$ cat src/rtl/mips32_pkg.sv
// Shared MIPS32 definitions: instruction width, opcodes, fetch FSM encoding.
package mips32_pkg;

   localparam int IW = 32;

   localparam logic [5:0] OP_ADD   = 6'b000000;
   localparam logic [5:0] OP_SUB   = 6'b000001;
   localparam logic [5:0] OP_LW    = 6'b001000;
   localparam logic [5:0] OP_SW    = 6'b001001;
   localparam logic [5:0] OP_ADDI  = 6'b001010;
   localparam logic [5:0] OP_BNEQZ = 6'b001101;
   localparam logic [5:0] OP_BEQZ  = 6'b001110;
   localparam logic [5:0] OP_HLT   = 6'b111111;

   // IDLE: nothing outstanding; WAIT: outstanding, response kept;
   // DROP: outstanding, response discarded (stale after a redirect).
   typedef enum logic [1:0] {
      IDLE = 2'd0,
      WAIT = 2'd1,
      DROP = 2'd2
   } fetch_state_t;

endpackage

$ cat src/rtl/mips32_sync_fifo.sv
// Synchronous FIFO with a registered head entry and occupancy count.
module mips32_sync_fifo #(
   parameter int DEPTH = 4,
   parameter int W     = 64,
   localparam int PW   = $clog2(DEPTH),
   localparam int LW   = $clog2(DEPTH) + 1
) (
   input  logic          clk,
   input  logic          rst,
   input  logic          push,
   input  logic [W-1:0]  din,
   input  logic          pop,
   input  logic          flush,
   output logic [W-1:0]  head,
   output logic          head_vld,
   output logic [LW-1:0] level
);

   logic [W-1:0]  mem_q [DEPTH];
   logic [PW-1:0] rd_q, rd_d, wr_q, wr_d, rd_nx;
   logic [LW-1:0] cnt_q, cnt_d;
   logic [W-1:0]  head_q, head_d;
   logic          vld_q, vld_d;
   logic          do_pop;

   // Next pointers/count; head register tracks what the next head entry will be
   always_comb begin
      rd_d   = rd_q;
      wr_d   = wr_q;
      cnt_d  = cnt_q;
      head_d = head_q;
      do_pop = pop && (cnt_q != '0);
      rd_nx  = rd_q + PW'(1);
      if (flush) begin
         rd_d  = '0;
         wr_d  = '0;
         cnt_d = '0;
      end else begin
         if (push)   wr_d = wr_q + PW'(1);
         if (do_pop) rd_d = rd_nx;
         cnt_d = cnt_q + LW'(push) - LW'(do_pop);
         if (do_pop) begin
            if (cnt_q >= LW'(2)) head_d = mem_q[rd_nx];
            else if (push)       head_d = din;
         end else if (cnt_q == '0 && push) begin
            head_d = din;
         end
      end
      vld_d = (cnt_d != '0);
   end

   // Storage array; written only on an unflushed push
   always_ff @(posedge clk) begin
      if (push && !flush) mem_q[wr_q] <= din;
   end

   // Pointer, count and head registers
   always_ff @(posedge clk or posedge rst) begin
      if (rst) begin
         rd_q   <= '0;
         wr_q   <= '0;
         cnt_q  <= '0;
         head_q <= '0;
         vld_q  <= 1'b0;
      end else begin
         rd_q   <= rd_d;
         wr_q   <= wr_d;
         cnt_q  <= cnt_d;
         head_q <= head_d;
         vld_q  <= vld_d;
      end
   end

   assign head     = head_q;
   assign head_vld = vld_q;
   assign level    = cnt_q;

endmodule

$ cat src/rtl/mips32_fetch_queue.sv
// Instruction prefetch: issues imem reads, queues {npc, ir}, handles redirect/halt.
module mips32_fetch_queue
   import mips32_pkg::*;
#(
   parameter int          DEPTH    = 4,
   parameter int          AW       = 10,
   parameter logic [31:0] RESET_PC = 32'd0,
   localparam int         LW       = $clog2(DEPTH) + 1
) (
   input  logic          clk1,
   input  logic          rst,
   output logic          imem_req,
   output logic [AW-1:0] imem_addr,
   input  logic          imem_ack,
   input  logic [IW-1:0] imem_rdata,
   input  logic          redirect,
   input  logic [31:0]   redirect_pc,
   input  logic          halt,
   output logic          out_valid,
   input  logic          out_ready,
   output logic [IW-1:0] out_ir,
   output logic [31:0]   out_npc,
   output logic [LW-1:0] level
);

   localparam logic [LW:0] DEPTH_X = (LW+1)'(DEPTH);

   fetch_state_t  state_q, state_d;
   logic [31:0]   pc_q, pc_d, pc_inc;
   logic [AW-1:0] addr_q, addr_d;
   logic          req_q, req_d;
   logic          push, flush, pend, issue, issue_bb;
   logic [LW:0]   lvl_x;
   logic [63:0]   head;

   // Issue gating: a slot is reserved for the outstanding request, so a push never hits a full FIFO
   always_comb begin
      pc_inc   = pc_q + 32'd1;
      pend     = (state_q != IDLE);
      lvl_x    = {1'b0, level};
      issue    = !halt && ((lvl_x + (LW+1)'(pend)) < DEPTH_X);
      issue_bb = !halt && ((lvl_x + (LW+1)'(1)) < DEPTH_X);
   end

   // Fetch FSM next state, pc and request register values
   always_comb begin
      state_d = state_q;
      pc_d    = pc_q;
      addr_d  = addr_q;
      req_d   = req_q;
      push    = 1'b0;
      flush   = 1'b0;
      case (state_q)
         IDLE: begin
            if (redirect) begin
               // Queue is empty after the flush, so only halt can hold off the refetch
               flush = 1'b1;
               pc_d  = redirect_pc;
               if (!halt) begin
                  state_d = WAIT;
                  req_d   = 1'b1;
                  addr_d  = redirect_pc[AW-1:0];
               end
            end else if (issue) begin
               state_d = WAIT;
               req_d   = 1'b1;
               addr_d  = pc_q[AW-1:0];
            end
         end
         WAIT: begin
            if (imem_ack && redirect) begin
               // Returned word is on the wrong path; refetch immediately
               flush = 1'b1;
               pc_d  = redirect_pc;
               if (!halt) begin
                  addr_d = redirect_pc[AW-1:0];
               end else begin
                  state_d = IDLE;
                  req_d   = 1'b0;
               end
            end else if (imem_ack) begin
               push = 1'b1;
               pc_d = pc_inc;
               if (issue_bb) begin
                  addr_d = pc_inc[AW-1:0];
               end else begin
                  state_d = IDLE;
                  req_d   = 1'b0;
               end
            end else if (redirect) begin
               // Request is still in flight: keep address stable, discard its data later
               flush   = 1'b1;
               pc_d    = redirect_pc;
               state_d = DROP;
            end
         end
         DROP: begin
            if (redirect) begin
               flush = 1'b1;
               pc_d  = redirect_pc;
            end
            if (imem_ack) begin
               state_d = IDLE;
               req_d   = 1'b0;
            end
         end
         default: begin
            state_d = IDLE;
            req_d   = 1'b0;
         end
      endcase
   end

   // FSM, pc and memory-request registers
   always_ff @(posedge clk1 or posedge rst) begin
      if (rst) begin
         state_q <= IDLE;
         pc_q    <= RESET_PC;
         addr_q  <= RESET_PC[AW-1:0];
         req_q   <= 1'b0;
      end else begin
         state_q <= state_d;
         pc_q    <= pc_d;
         addr_q  <= addr_d;
         req_q   <= req_d;
      end
   end

   mips32_sync_fifo #(.DEPTH(DEPTH), .W(64)) u_fifo (
      .clk      (clk1),
      .rst      (rst),
      .push     (push),
      .din      ({pc_inc, imem_rdata}),
      .pop      (out_valid && out_ready),
      .flush    (flush),
      .head     (head),
      .head_vld (out_valid),
      .level    (level)
   );

   assign imem_req  = req_q;
   assign imem_addr = addr_q;
   assign out_ir    = head[31:0];
   assign out_npc   = head[63:32];

endmodule

$ cat config.mk
export PLATFORM = sky130hd
export DESIGN_NAME = mips32_fetch_queue
export DESIGN_NICKNAME = d
export VERILOG_FILES = /design/src/rtl/mips32_pkg.sv /design/src/rtl/mips32_sync_fifo.sv /design/src/rtl/mips32_fetch_queue.sv
export SDC_FILE = /design/constraint.sdc
export NUM_CORES = 1
export LEC_CHECK = 0
export CAP_MARGIN = 10
export CORE_MARGIN = 3
export CORE_UTILIZATION = 45
export DETAILED_ROUTE_END_ITERATION = 16
export DONT_BUFFER_PORTS = 1
export PLACE_DENSITY = 0.64
export SYNTH_ARGS = -nofsm -noshare
export SYNTH_HDL_FRONTEND = slang
export SYNTH_SLANG_ARGS = --single-unit
$ cat constraint.sdc
create_clock -name clk1 -period 7.11 [get_ports clk1]
set_input_delay 2.133 -clock clk1 [delete_from_list [all_inputs] [get_ports clk1]]
set_output_delay 2.133 -clock clk1 [all_outputs]
set_load 0.01 [all_outputs]
==> impl_results.md <==
* Core Area at around 35000 um^2
* WL final at 37.57 mm
* Netlist cell types at 65
* Filler instances at 2937
* RSZ-0062 raised after global routing: no
* Synth area leader: edfxtp_1
* CP max FO at 35
* Avg Inst Size Synth at between 10 and 15 um^2
* Final period utilization at approximately 56%
* Cells after Synth at between 1k and 1.5k
* Yosys top cell area share at a little under half
* Number of global-route vias before repair at 9459
* # IOs at 149
* Die Area at 38220 um^2
* Share of layout cells above drive strength 1 at 14.96%
* Fin crit period at roughly 4.0 ns
* Hold_sp: u_fifo.head[38]$_DFFE_PP0P_
* Grt ovf at 0
* Dominant cells by area after synthesis: edfxtp_1, dfrtp_1, mux4_2
* Ys Warns at 0
* Tot GR Track Use at roughly a fifth
* Max-cap violations at 0
* Syn nets at between 1k and 1.5k
* Slew Limit Fails at 0
* Initial cell density of the core at a little under half
* Clk_lat worst skew at between 0.5 and 0.6 ns
* Crit path required time at about 7.3 ns
* Vias/cell at roughly 5.9
* Setup crit end kind: flip-flop
* Syn-to-layout area delta at 10.12%
* Post-synth top flop: edfxtp_1
* Mapped cell area at around 16000 um^2
* Rel. slew slack at between 20% and 30%
* Initial antenna violation count at 3
* WHS at 0.5546 ns
* DP HPWL at 23.86 mm
* Slew @ Worst Pin at around 1.2 ns
* Register bit total from synthesis at roughly 370
* CTS tree: built
* Post-route ant nets at 0
* Fin. Hold Viols at 0
* Resize count post-CTS at 0
* FF-to-FF Start: state_q[1]$_DFFE_PP0P_
* Fmax at approximately 250 MHz
* Largest net degree at the start of global routing at 76
* Worst-case clock skew at 0.01516 ns
* Drt drc at 0
* Root buffer cell: clkbuf_16
* Clock buffer depth at 3
* Status: completed
* Maximum vdd drop at between 0.2 and 0.25 mV
* CTS Hold Bufs at 0
* Layout net count at 1210
* Fraction of registers with async set/reset at 31.37%
* Critical Path AT at ~4.2 ns
* Hold WC Path Type: flip-flop to flip-flop
* Gpl congestion at around 0.87
* Drt pass-1 iters at 5
* H-tree lvl count at 2
* Via count at about 9.6k
* Post-synth EDFFs at roughly 260
* FP Rows at between 60 and 70
* WL per Instance at around 23 um
* Clk slew on worst S/H paths at approximately 0.06 ns
* Placed instance count at around 1.5k
* Post-CTS Repair Setup Buffers at 0
* Storage element area at approximately 11000 um^2
* Iter 0 DRT Violations at a little under 900
* CP startpoint kind: primary input
* CTS Sinks at about 370
* Post-route setup TNS at 0 ns
* Multi-input gate area at between 5000 and 6000 um^2
* CTS buffer count at 42
* Non-Filler Instances at 1619
* Critical path origin: redirect
* Final setup fails at 0
* Pwr dens at ~360 nW/um^2
* First-pass GRT wire length at just under 60 mm
* Die X at about 200 um
* IO Port Bufs at 0
* Die height at between 150 and 200 um
* Critical path type: primary input to flip-flop
* Post-synthesis sequential area ratio at 65.69%
* Leak pwr at 6.260 nW
## stage by stage
step | total power (W) | setup slack [ns] | area [um^2] | util [%]
6_report | 0.006435 | 3.113 | 17800 | 50.89
5_1_grt | 0.006751 | 2.971 | 17790 | 50.88
4_1_cts | 0.006498 | 3.116 | 17790 | 50.88
3_5_place_dp | 0.004450 | 2.541 | 16490 | 47.15
3_3_place_gp | 0.004408 | 2.558 | 16490 | 47.15
2_1_floorplan | 0.004051 | 1.876 | 16160 | -
## critical path, stage by stage
cell       delay, ns
nand4bb_1       0.17
buf_4           0.26
inv_1           0.08
buf_4           0.24
and2_2          0.83
buf_4           0.44
## layout by cell type (no fill, tap or decap), types with 10 or more instances in the layout
| cell type | instances |
|---|---|
| a21oi_1 | 41 |
| a221o_1 | 19 |
| a22oi_1 | 12 |
| a31oi_1 | 36 |
| and3_1 | 18 |
| buf_4 | 19 |
| clkbuf_16 | 42 |
| dfrtp_1 | 115 |
| edfxtp_1 | 256 |
| inv_1 | 26 |
| mux2i_1 | 10 |
| mux4_2 | 64 |
| nand2_1 | 126 |
| nand2b_1 | 12 |
| nand3_1 | 14 |
| nand4_1 | 14 |
| nor2_1 | 69 |
| nor3_1 | 19 |
| o21ai_0 | 55 |
| o22ai_1 | 22 |
| xnor2_1 | 20 |
| xor2_1 | 12 |
## worst paths after layout
kind | endpoint | slack [ns] | depth (start not counted)
worst max-delay path | u_fifo.mem_q[0][25]$_DFFE_PP_ | 3.11 | 6
worst min-delay path | u_fifo.head[38]$_DFFE_PP0P_ | 0.55 | 2
worst max register to register | u_fifo.mem_q[0][25]$_DFFE_PP_ | 3.84 | 6
worst min register to register | u_fifo.head[38]$_DFFE_PP0P_ | 0.55 | 2
max in group asynchronous | pc_q[12]$_DFFE_PP0N_ | 4.30 | 2
min in group asynchronous | u_fifo.head[21]$_DFFE_PP0P_ | 1.54 | 1
## synthesized netlist by cell type, types with 18 or more instances
master / n
a221o_1: 19
nand2_1: 126
a31oi_1: 36
mux4_2: 64
inv_1: 27
clkbuf_1: 28
xnor2_1: 20
nor2_1: 69
buf_2: 32
a21oi_1: 41
edfxtp_1: 256
o22ai_1: 22
dfrtp_1: 117
nor3_1: 19
o21ai_0: 55
and3_1: 18
## area by class of cell
class / instances / share of cell area, %
sequential: 373 / 59.68
inverter: 27 / 0.5976
clock buffer: 49 / 6.110
multi-input combinational: 668 / 28.37
timing repair buffer: 19 / 0.8015
tap: 455 / 3.199
clock inverter: 27 / 1.230
antenna: 1 / 0.01406
## registers in the layout (all words and copies together), names as in the netlist
name             flops
u_fifo.level         3
u_fifo.head_vld      1
u_fifo.rd_q          2
u_fifo.wr_q          2
imem_req             1
pc_q                32
u_fifo.head         64
imem_addr           10
u_fifo.mem_q       256
state_q              2
## report_power, final
group,internal [W],switching [W]
logic,0.000431,0.000719
registers,0.00279,0.000461
clock network,0.00118,0.000860
total,0.00440,0.00204
## cells by family (layout without fill, tap and decap cells)
logic type / Yosys count / in the layout / synth area share [%]
muxes: 79 / 79 / 9.887
buffers and inverters: 109 / 122 / 3.275
DFF: 373 / 373 / 65.69
and+or+nand+nor: 320 / 320 / 9.562
xor gates and xnor gates: 32 / 32 / 1.734
adders and majority gates: 9 / 9 / 0.7433
AOI/OAI and AO/OA: 228 / 228 / 9.113
other: 0 / 1 / 0
## routing by layer
layer	routed length, um	GRT usage [%]	vias up
met3	2782	5.021	52
met4	620	4.383	4
met1	16600	27.71	4862
met5	22	0	-
met2	17540	30.40	297
li1	-	-	4353
No activity file was read; power rests on OpenSTA's default activity.
